`config.mk`:
```
export PLATFORM = sky130hd
export DESIGN_NAME = stim_gen
export DESIGN_NICKNAME = d
export VERILOG_FILES = /design/src/rtl/stim_pkg.sv /design/src/rtl/stim_lfsr.sv /design/src/rtl/stim_gen.sv
export SDC_FILE = /design/constraint.sdc
export NUM_CORES = 1
export LEC_CHECK = 0
export BUFFER_PORTS_ARGS = -buffer_cell sky130_fd_sc_hd__buf_2
export CAP_MARGIN = 20
export CORE_ASPECT_RATIO = 0.6
export CORE_UTILIZATION = 30
export CTS_CLUSTER_SIZE = 14
export DETAILED_ROUTE_END_ITERATION = 12
export SLEW_MARGIN = 20
export SYNTH_ARGS = -nofsm -noshare
export SYNTH_HDL_FRONTEND = slang
export SYNTH_HIERARCHICAL = 1
export SYNTH_SLANG_ARGS = --single-unit
```
`constraint.sdc`:
```
create_clock -name clk -period 3 [get_ports clk]
set_input_delay 0.3 -clock clk [delete_from_list [all_inputs] [get_ports clk]]
set_output_delay 0.3 -clock clk [all_outputs]
set_load 0.05 [all_outputs]
```
`src/rtl/stim_pkg.sv`:
```
// Shared encodings for the stimulus generator: FSM states, run modes,
// the operand source that drives o_ia/o_ib, and corner-table indexing.
package stim_pkg;

  typedef enum logic [2:0] {
    ST_IDLE   = 3'd0,
    ST_CORNER = 3'd1,
    ST_RANDOM = 3'd2,
    ST_WALK   = 3'd3,
    ST_DONE   = 3'd4
  } state_t;

  typedef enum logic [1:0] {
    MODE_CORNER = 2'b00,
    MODE_RANDOM = 2'b01,
    MODE_MIXED  = 2'b10,
    MODE_WALK   = 2'b11
  } mode_t;

  // Which generator currently feeds the operand outputs; it is kept after
  // a run ends so the last vector stays visible in DONE/IDLE.
  typedef enum logic [1:0] {
    SRC_CORNER = 2'd0,
    SRC_RANDOM = 2'd1,
    SRC_WALK   = 2'd2
  } src_t;

  localparam int CIDX_W      = 3;
  localparam int CORNER_LAST = 7;

endpackage

```
`src/rtl/stim_lfsr.sv`:
```
// Galois LFSR with synchronous load and step. A zero load is replaced by 1
// so the register can never lock up in the all-zero state.
module stim_lfsr #(
  parameter int             WIDTH = 32,
  parameter logic [WIDTH-1:0] TAPS = WIDTH'(32'h80200003)
) (
  input  logic             clk,
  input  logic             reset,
  input  logic             load,
  input  logic [WIDTH-1:0] seed,
  input  logic             step,
  output logic [WIDTH-1:0] q
);

  localparam logic [WIDTH-1:0] ONE = WIDTH'(1);

  logic [WIDTH-1:0] lfsr_q;
  logic [WIDTH-1:0] lfsr_d;

  // Next value: load wins over step; stepping shifts right and folds in TAPS
  // whenever a one falls out of the LSB.
  always_comb begin
    lfsr_d = lfsr_q;
    if (load) begin
      lfsr_d = (seed == '0) ? ONE : seed;
    end else if (step) begin
      lfsr_d = lfsr_q[0] ? ((lfsr_q >> 1) ^ TAPS) : (lfsr_q >> 1);
    end
  end

  // State register; reset seeds the register with 1.
  always_ff @(posedge clk or posedge reset) begin
    if (reset) begin
      lfsr_q <= ONE;
    end else begin
      lfsr_q <= lfsr_d;
    end
  end

  assign q = lfsr_q;

endmodule

```
`src/rtl/stim_gen.sv`:
```
// Stimulus generator: issues operand pairs (corner table, LFSR random,
// walking ones) one per cycle for a requested count, honours stalls and
// can abort on a downstream mismatch.
module stim_gen
  import stim_pkg::*;
#(
  parameter int             WIDTH = 32,
  parameter logic [WIDTH-1:0] TAPS = WIDTH'(32'h80200003)
) (
  input  logic             clk,
  input  logic             reset,
  input  logic             i_start,
  input  logic [1:0]       i_mode,
  input  logic [15:0]      i_count,
  input  logic [WIDTH-1:0] i_seed,
  input  logic             i_hold,
  input  logic             i_event,
  input  logic             i_stop_on_err,
  output logic [WIDTH-1:0] o_ia,
  output logic [WIDTH-1:0] o_ib,
  output logic             o_valid,
  output logic             o_busy,
  output logic             o_done,
  output logic             o_err,
  output logic [15:0]      o_vec_idx
);

  localparam int KW = (WIDTH > 1) ? $clog2(WIDTH) : 1;
  localparam logic [WIDTH-1:0]  ONE       = WIDTH'(1);
  localparam logic [WIDTH-1:0]  ALL1      = '1;
  localparam logic [WIDTH-1:0]  MSB       = ONE << (WIDTH - 1);
  localparam logic [KW-1:0]     WALK_LAST = KW'(WIDTH - 1);
  localparam logic [CIDX_W-1:0] CIDX_LAST = CIDX_W'(CORNER_LAST);

  state_t            state_q, state_d;
  mode_t             mode_q, mode_d;
  src_t              src_q, src_d;
  logic [15:0]       count_q, count_d;
  logic [15:0]       vec_idx_q, vec_idx_d;
  logic              err_q, err_d;
  logic              valid_q, valid_d;
  logic [CIDX_W-1:0] cidx_q, cidx_d;
  logic [KW-1:0]     walk_q, walk_d;

  logic             lfsr_load;
  logic             lfsr_step;
  logic [WIDTH-1:0] lfsr_a_q;
  logic [WIDTH-1:0] lfsr_b_q;
  logic             start_ok;
  logic             running;

  stim_lfsr #(.WIDTH(WIDTH), .TAPS(TAPS)) u_lfsr_a (
    .clk   (clk),
    .reset (reset),
    .load  (lfsr_load),
    .seed  (i_seed),
    .step  (lfsr_step),
    .q     (lfsr_a_q)
  );

  stim_lfsr #(.WIDTH(WIDTH), .TAPS(TAPS)) u_lfsr_b (
    .clk   (clk),
    .reset (reset),
    .load  (lfsr_load),
    .seed  (~i_seed),
    .step  (lfsr_step),
    .q     (lfsr_b_q)
  );

  assign start_ok = i_start && ((state_q == ST_IDLE) || (state_q == ST_DONE));
  assign running  = (state_q == ST_CORNER) || (state_q == ST_RANDOM) || (state_q == ST_WALK);

  // Next-state logic: the generator pointers always name the vector on the
  // outputs, so issuing a vector means advancing a pointer at the clock edge.
  always_comb begin
    state_d   = state_q;
    mode_d    = mode_q;
    src_d     = src_q;
    count_d   = count_q;
    vec_idx_d = vec_idx_q;
    err_d     = err_q;
    valid_d   = 1'b0;
    cidx_d    = cidx_q;
    walk_d    = walk_q;
    lfsr_load = 1'b0;
    lfsr_step = 1'b0;

    if (start_ok) begin
      err_d = 1'b0;
    end
    if (i_event && (state_q != ST_IDLE)) begin
      err_d = 1'b1;
    end

    case (state_q)
      ST_IDLE, ST_DONE: begin
        if (start_ok) begin
          vec_idx_d = '0;
          count_d   = i_count;
          mode_d    = mode_t'(i_mode);
          if (i_count == '0) begin
            // An empty run leaves the generators alone so the held
            // operands do not change while o_valid stays low.
            state_d = ST_DONE;
          end else begin
            lfsr_load = 1'b1;
            cidx_d    = '0;
            walk_d    = '0;
            vec_idx_d = 16'd1;
            valid_d   = 1'b1;
            case (mode_t'(i_mode))
              MODE_RANDOM: begin
                state_d = ST_RANDOM;
                src_d   = SRC_RANDOM;
              end
              MODE_WALK: begin
                state_d = ST_WALK;
                src_d   = SRC_WALK;
              end
              default: begin
                state_d = ST_CORNER;
                src_d   = SRC_CORNER;
              end
            endcase
          end
        end
      end

      ST_CORNER, ST_RANDOM, ST_WALK: begin
        if (!i_hold) begin
          if (i_event && i_stop_on_err) begin
            state_d = ST_DONE;
          end else if (vec_idx_q == count_q) begin
            state_d = ST_DONE;
          end else begin
            valid_d   = 1'b1;
            vec_idx_d = vec_idx_q + 16'd1;
            case (state_q)
              ST_CORNER: begin
                if ((cidx_q == CIDX_LAST) && (mode_q == MODE_MIXED)) begin
                  // The LFSRs still hold their seeds, so the first random
                  // vector is shown without stepping.
                  state_d = ST_RANDOM;
                  src_d   = SRC_RANDOM;
                end else begin
                  cidx_d = cidx_q + CIDX_W'(1);
                end
              end
              ST_RANDOM: begin
                lfsr_step = 1'b1;
              end
              default: begin
                walk_d = (walk_q == WALK_LAST) ? '0 : walk_q + KW'(1);
              end
            endcase
          end
        end
      end

      default: begin
        state_d = ST_IDLE;
      end
    endcase
  end

  // Control and pointer registers; reset returns to IDLE with a zero vector.
  always_ff @(posedge clk or posedge reset) begin
    if (reset) begin
      state_q   <= ST_IDLE;
      mode_q    <= MODE_CORNER;
      src_q     <= SRC_CORNER;
      count_q   <= '0;
      vec_idx_q <= '0;
      err_q     <= 1'b0;
      valid_q   <= 1'b0;
      cidx_q    <= '0;
      walk_q    <= '0;
    end else begin
      state_q   <= state_d;
      mode_q    <= mode_d;
      src_q     <= src_d;
      count_q   <= count_d;
      vec_idx_q <= vec_idx_d;
      err_q     <= err_d;
      valid_q   <= valid_d;
      cidx_q    <= cidx_d;
      walk_q    <= walk_d;
    end
  end

  // Operand mux from the registered pointers; corner entry 0 is all zeros,
  // which is what the outputs show straight out of reset.
  always_comb begin
    o_ia = '0;
    o_ib = '0;
    case (src_q)
      SRC_CORNER: begin
        case (cidx_q)
          3'd0:    begin o_ia = '0;   o_ib = '0;   end
          3'd1:    begin o_ia = '0;   o_ib = ALL1; end
          3'd2:    begin o_ia = ALL1; o_ib = '0;   end
          3'd3:    begin o_ia = ALL1; o_ib = ALL1; end
          3'd4:    begin o_ia = ONE;  o_ib = ALL1; end
          3'd5:    begin o_ia = ALL1; o_ib = ONE;  end
          3'd6:    begin o_ia = MSB;  o_ib = MSB;  end
          default: begin o_ia = ~MSB; o_ib = ONE;  end
        endcase
      end
      SRC_RANDOM: begin
        o_ia = lfsr_a_q;
        o_ib = lfsr_b_q;
      end
      SRC_WALK: begin
        o_ia = ONE << walk_q;
        o_ib = ~(ONE << walk_q);
      end
      default: begin
        o_ia = '0;
        o_ib = '0;
      end
    endcase
  end

  assign o_valid   = valid_q;
  assign o_busy    = running;
  assign o_done    = (state_q == ST_DONE);
  assign o_err     = err_q;
  assign o_vec_idx = vec_idx_q;

endmodule

```
==> results.txt <==
Most common cell in the netlist -> nand2_1
Post-synth EDFFs -> 0
Ys async rst share -> 100%
Synthesized instance count -> 852
Crit path max-delay cell type -> dfrtp_1
TritonCTS Buffers -> 17
CP arrival -> 2.55 ns
Post-layout util -> 37.4%
Yosys top cell by area -> dfrtp_1
Final Hold Viols -> 0
Final setup viols -> 0
Syn_nets -> 923
DIE AREA -> 0.0254 mm^2
Post-synth top flop -> dfrtp_1
GR Util All Layers -> 20.7%
Clk network pwr share -> 19.4%
Antenna cells -> 0
Post-synthesis compound-gate area fraction -> 19.5%
DR vias -> 7190
Htree depth -> 4
Top Family by Delay on Critical Path -> buffers and inverters
Yosys cell types -> 67
WHS Path Cells -> 2
Post-Route Setup TNS -> 0 ns
Synth Area per Inst -> 8.70 um^2
CTS clk-pin slew, worst paths -> 0.06 ns
Adder-Cell Fraction of Synth Area -> 2.53%
Layout cells sized above 1 -> 25.4%
Layout Skew -> 0.0102 ns
CP Depth -> 6
Post-Syn Area -> 0.00741 mm^2
Row Count -> 44
Simple-gate area share of the yosys netlist -> 18.2%
Gpl congestion -> 0.959
Global-route wire length before repair -> 39000 um
Die H -> 124 um
CTS Root Cell -> clkbuf_16
IO buf count -> 139
CTS Buffer Depth -> 2
Chip Width -> 205 um
Crit path max fanout -> 48
Synthesized flop and latch total -> 113
Number of max-cap violations -> 0
Flop pwr share -> 25.9%
Final instance area -> 0.00906 mm^2
Skew-Pair Late Insertion Delay -> 0.42 ns
P_int -> 0.00533 W
Number of global-route vias before repair -> 6478
Unrepaired setup endpoints after global routing -> false
Core footprint -> 0.0242 mm^2
Comb pwr share -> 54.7%
Setup bufs post-CTS -> 0
Switching share of power -> 52.8%
Crit-path cells -> inv_1 > nor2_2 > buf_4 > nand2_1 > nand3_1 > buf_2
Via/cell ratio -> 5.49
CP endpoint kind -> primary output
Worst Path Required -> 2.70 ns
Worst Hold Class -> primary input to flip-flop
Pleak -> 4.18 nW
IO Pins -> 140
VDD IR-drop max -> 0.951 mV
Fmax -> 351 MHz
DP HPWL -> 19400 um
Starting Density -> 30.6%
Drt total wl -> 26200 um
DRT iter0 DRCs -> 844
Ranking of synthesized cells by area -> dfrtp_1 37%, mux2i_1 9.0%, nand2_1 6.9%
Slew @ Worst Pin -> 0.685 ns
Worst Path Buf+Inv -> 3
Final worst-path cycle share -> 95.1%
# DRC -> 0
Worst rel slew slack -> 53.9%
Largest net degree at the start of global routing -> 58
Post-route ant nets -> 0
Status -> finished, final reports clean
Placed Area -> 0.00842 mm^2
Initial antenna violation count -> 0
Syn. warnings -> 6
DRT Pass-1 Iters -> 7
Pwr Total -> 0.0113 W
Seq/Total Area, Yosys -> 38.2%
Final min period -> 2.85 ns
Top cells by count, synth -> 137 x nand2_1, 111 x dfrtp_1, 82 x a21oi_1
Startpoint Class -> flip-flop
WS Path Type -> flip-flop to primary output
Power density cells -> 1250 mW/mm^2
Max Slew Vio Count -> 0
Net Switching -> 0.00596 W
Final net count -> 1046
CTS tree -> yes
Top-area cell type share of the netlist area -> 37.5%
Synth Area in XOR/XNOR -> 2.60%
Largest family of logic cells by synthesized area -> compound AO/OA/AOI/OAI gates
Max incr delay on CP -> 0.55 ns
Worst reg2reg path depth -> 9
Area Overhead vs Synth -> 22.2%
Grt ovf -> 0
CTS Sinks -> 113
WL per Instance -> 20.0 um
Multiplexer share of the synthesized area -> 11.9%
[flip-flops by register name, summed over array words and instances (netlist names)]
register	flops
cidx_q	3
count_q	16
mode_q	2
o_err	1
o_valid	1
o_vec_idx	16
src_q	2
state_q	3
u_lfsr_a/q	32
u_lfsr_b/q	32
walk_q	5
[path summary, 6_finish.rpt]
check / end / slack [ns] / from
setup / recovery: o_ia[27] / 0.15 / src_q[0]
hold / removal: count_q[2] / 0.12 / i_count[2]
setup reg to reg: u_lfsr_b/q[10] / 0.35 / o_vec_idx[4]
hold reg to reg: o_err / 0.48 / o_err
max in group asynchronous: o_vec_idx[4] / 1.70 / reset
min in group asynchronous: u_lfsr_a/q[1] / 0.47 / reset
[kinds of logic (layout without fill, tap and decap cells)]
kind of cell / Yosys count / count (layout)
AND/OR/NAND/NOR: 262 / 262
AO/OA/AOI/OAI: 242 / 242
flip-flops: 113 / 113
buffers and inverters: 112 / 247
multiplexers: 86 / 86
XOR/XNOR: 22 / 22
adder cells (fa/ha/maj): 15 / 15
[area by class of cell]
cell class / instances / area, um^2
flip-flops and latches: 113 / 2830
multi-input cells: 627 / 4080
repair buffers: 170 / 943
clock buffers: 22 / 474
fillers: 2497 / 15200
well taps: 322 / 403
inverters: 46 / 173
clock inverters: 9 / 155
[metrics by stage]
stage	hold slack [ns]	std cells	setup slack, ns
global placement	0.362	1277	0.359
finish	0.122	1309	0.147
floorplan	0.415	852	0.293
global route	0.106	1309	0.0397
detailed placement	0.357	1277	0.335
CTS	0.108	1309	0.165
[routing by layer]
layer	track usage, %	share of wire (%)
met1	32.3	49
met2	26.2	40
met3	6.75	9.6
met4	5.56	1.3
met5	0	0
[power groups by stage]
stage                     Sequential, W  Combinational [W]  Clock [W]
after floorplan                 0.00267            0.00464          0
after global placement          0.00289            0.00608          0
after detailed placement        0.00290            0.00612          0
after CTS                       0.00289            0.00614    0.00223
after global routing            0.00299            0.00664    0.00230
final                           0.00292            0.00618    0.00219
[layout by cell type (no fill, tap or decap), types with 12 or more instances in the layout]
cell type,n
o22ai_1,13
nor4_1,13
nand3_1,14
inv_1,45
xor2_1,16
nand4_1,14
mux2_2,18
a21oi_1,82
buf_4,29
a31oi_1,14
nor2_1,17
ha_1,15
mux2i_1,67
dfrtp_1,111
nand2_1,137
o21ai_0,78
nor4_2,12
buf_2,139
clkbuf_16,17
[timing repair]
item	4_1_cts	5_1_grt
hold buffers	1	0
resized for setup	0	1
endpoints found under the hold margin	9	0
endpoints found under the setup margin	0	15
Power figures use the tool's default switching activity.
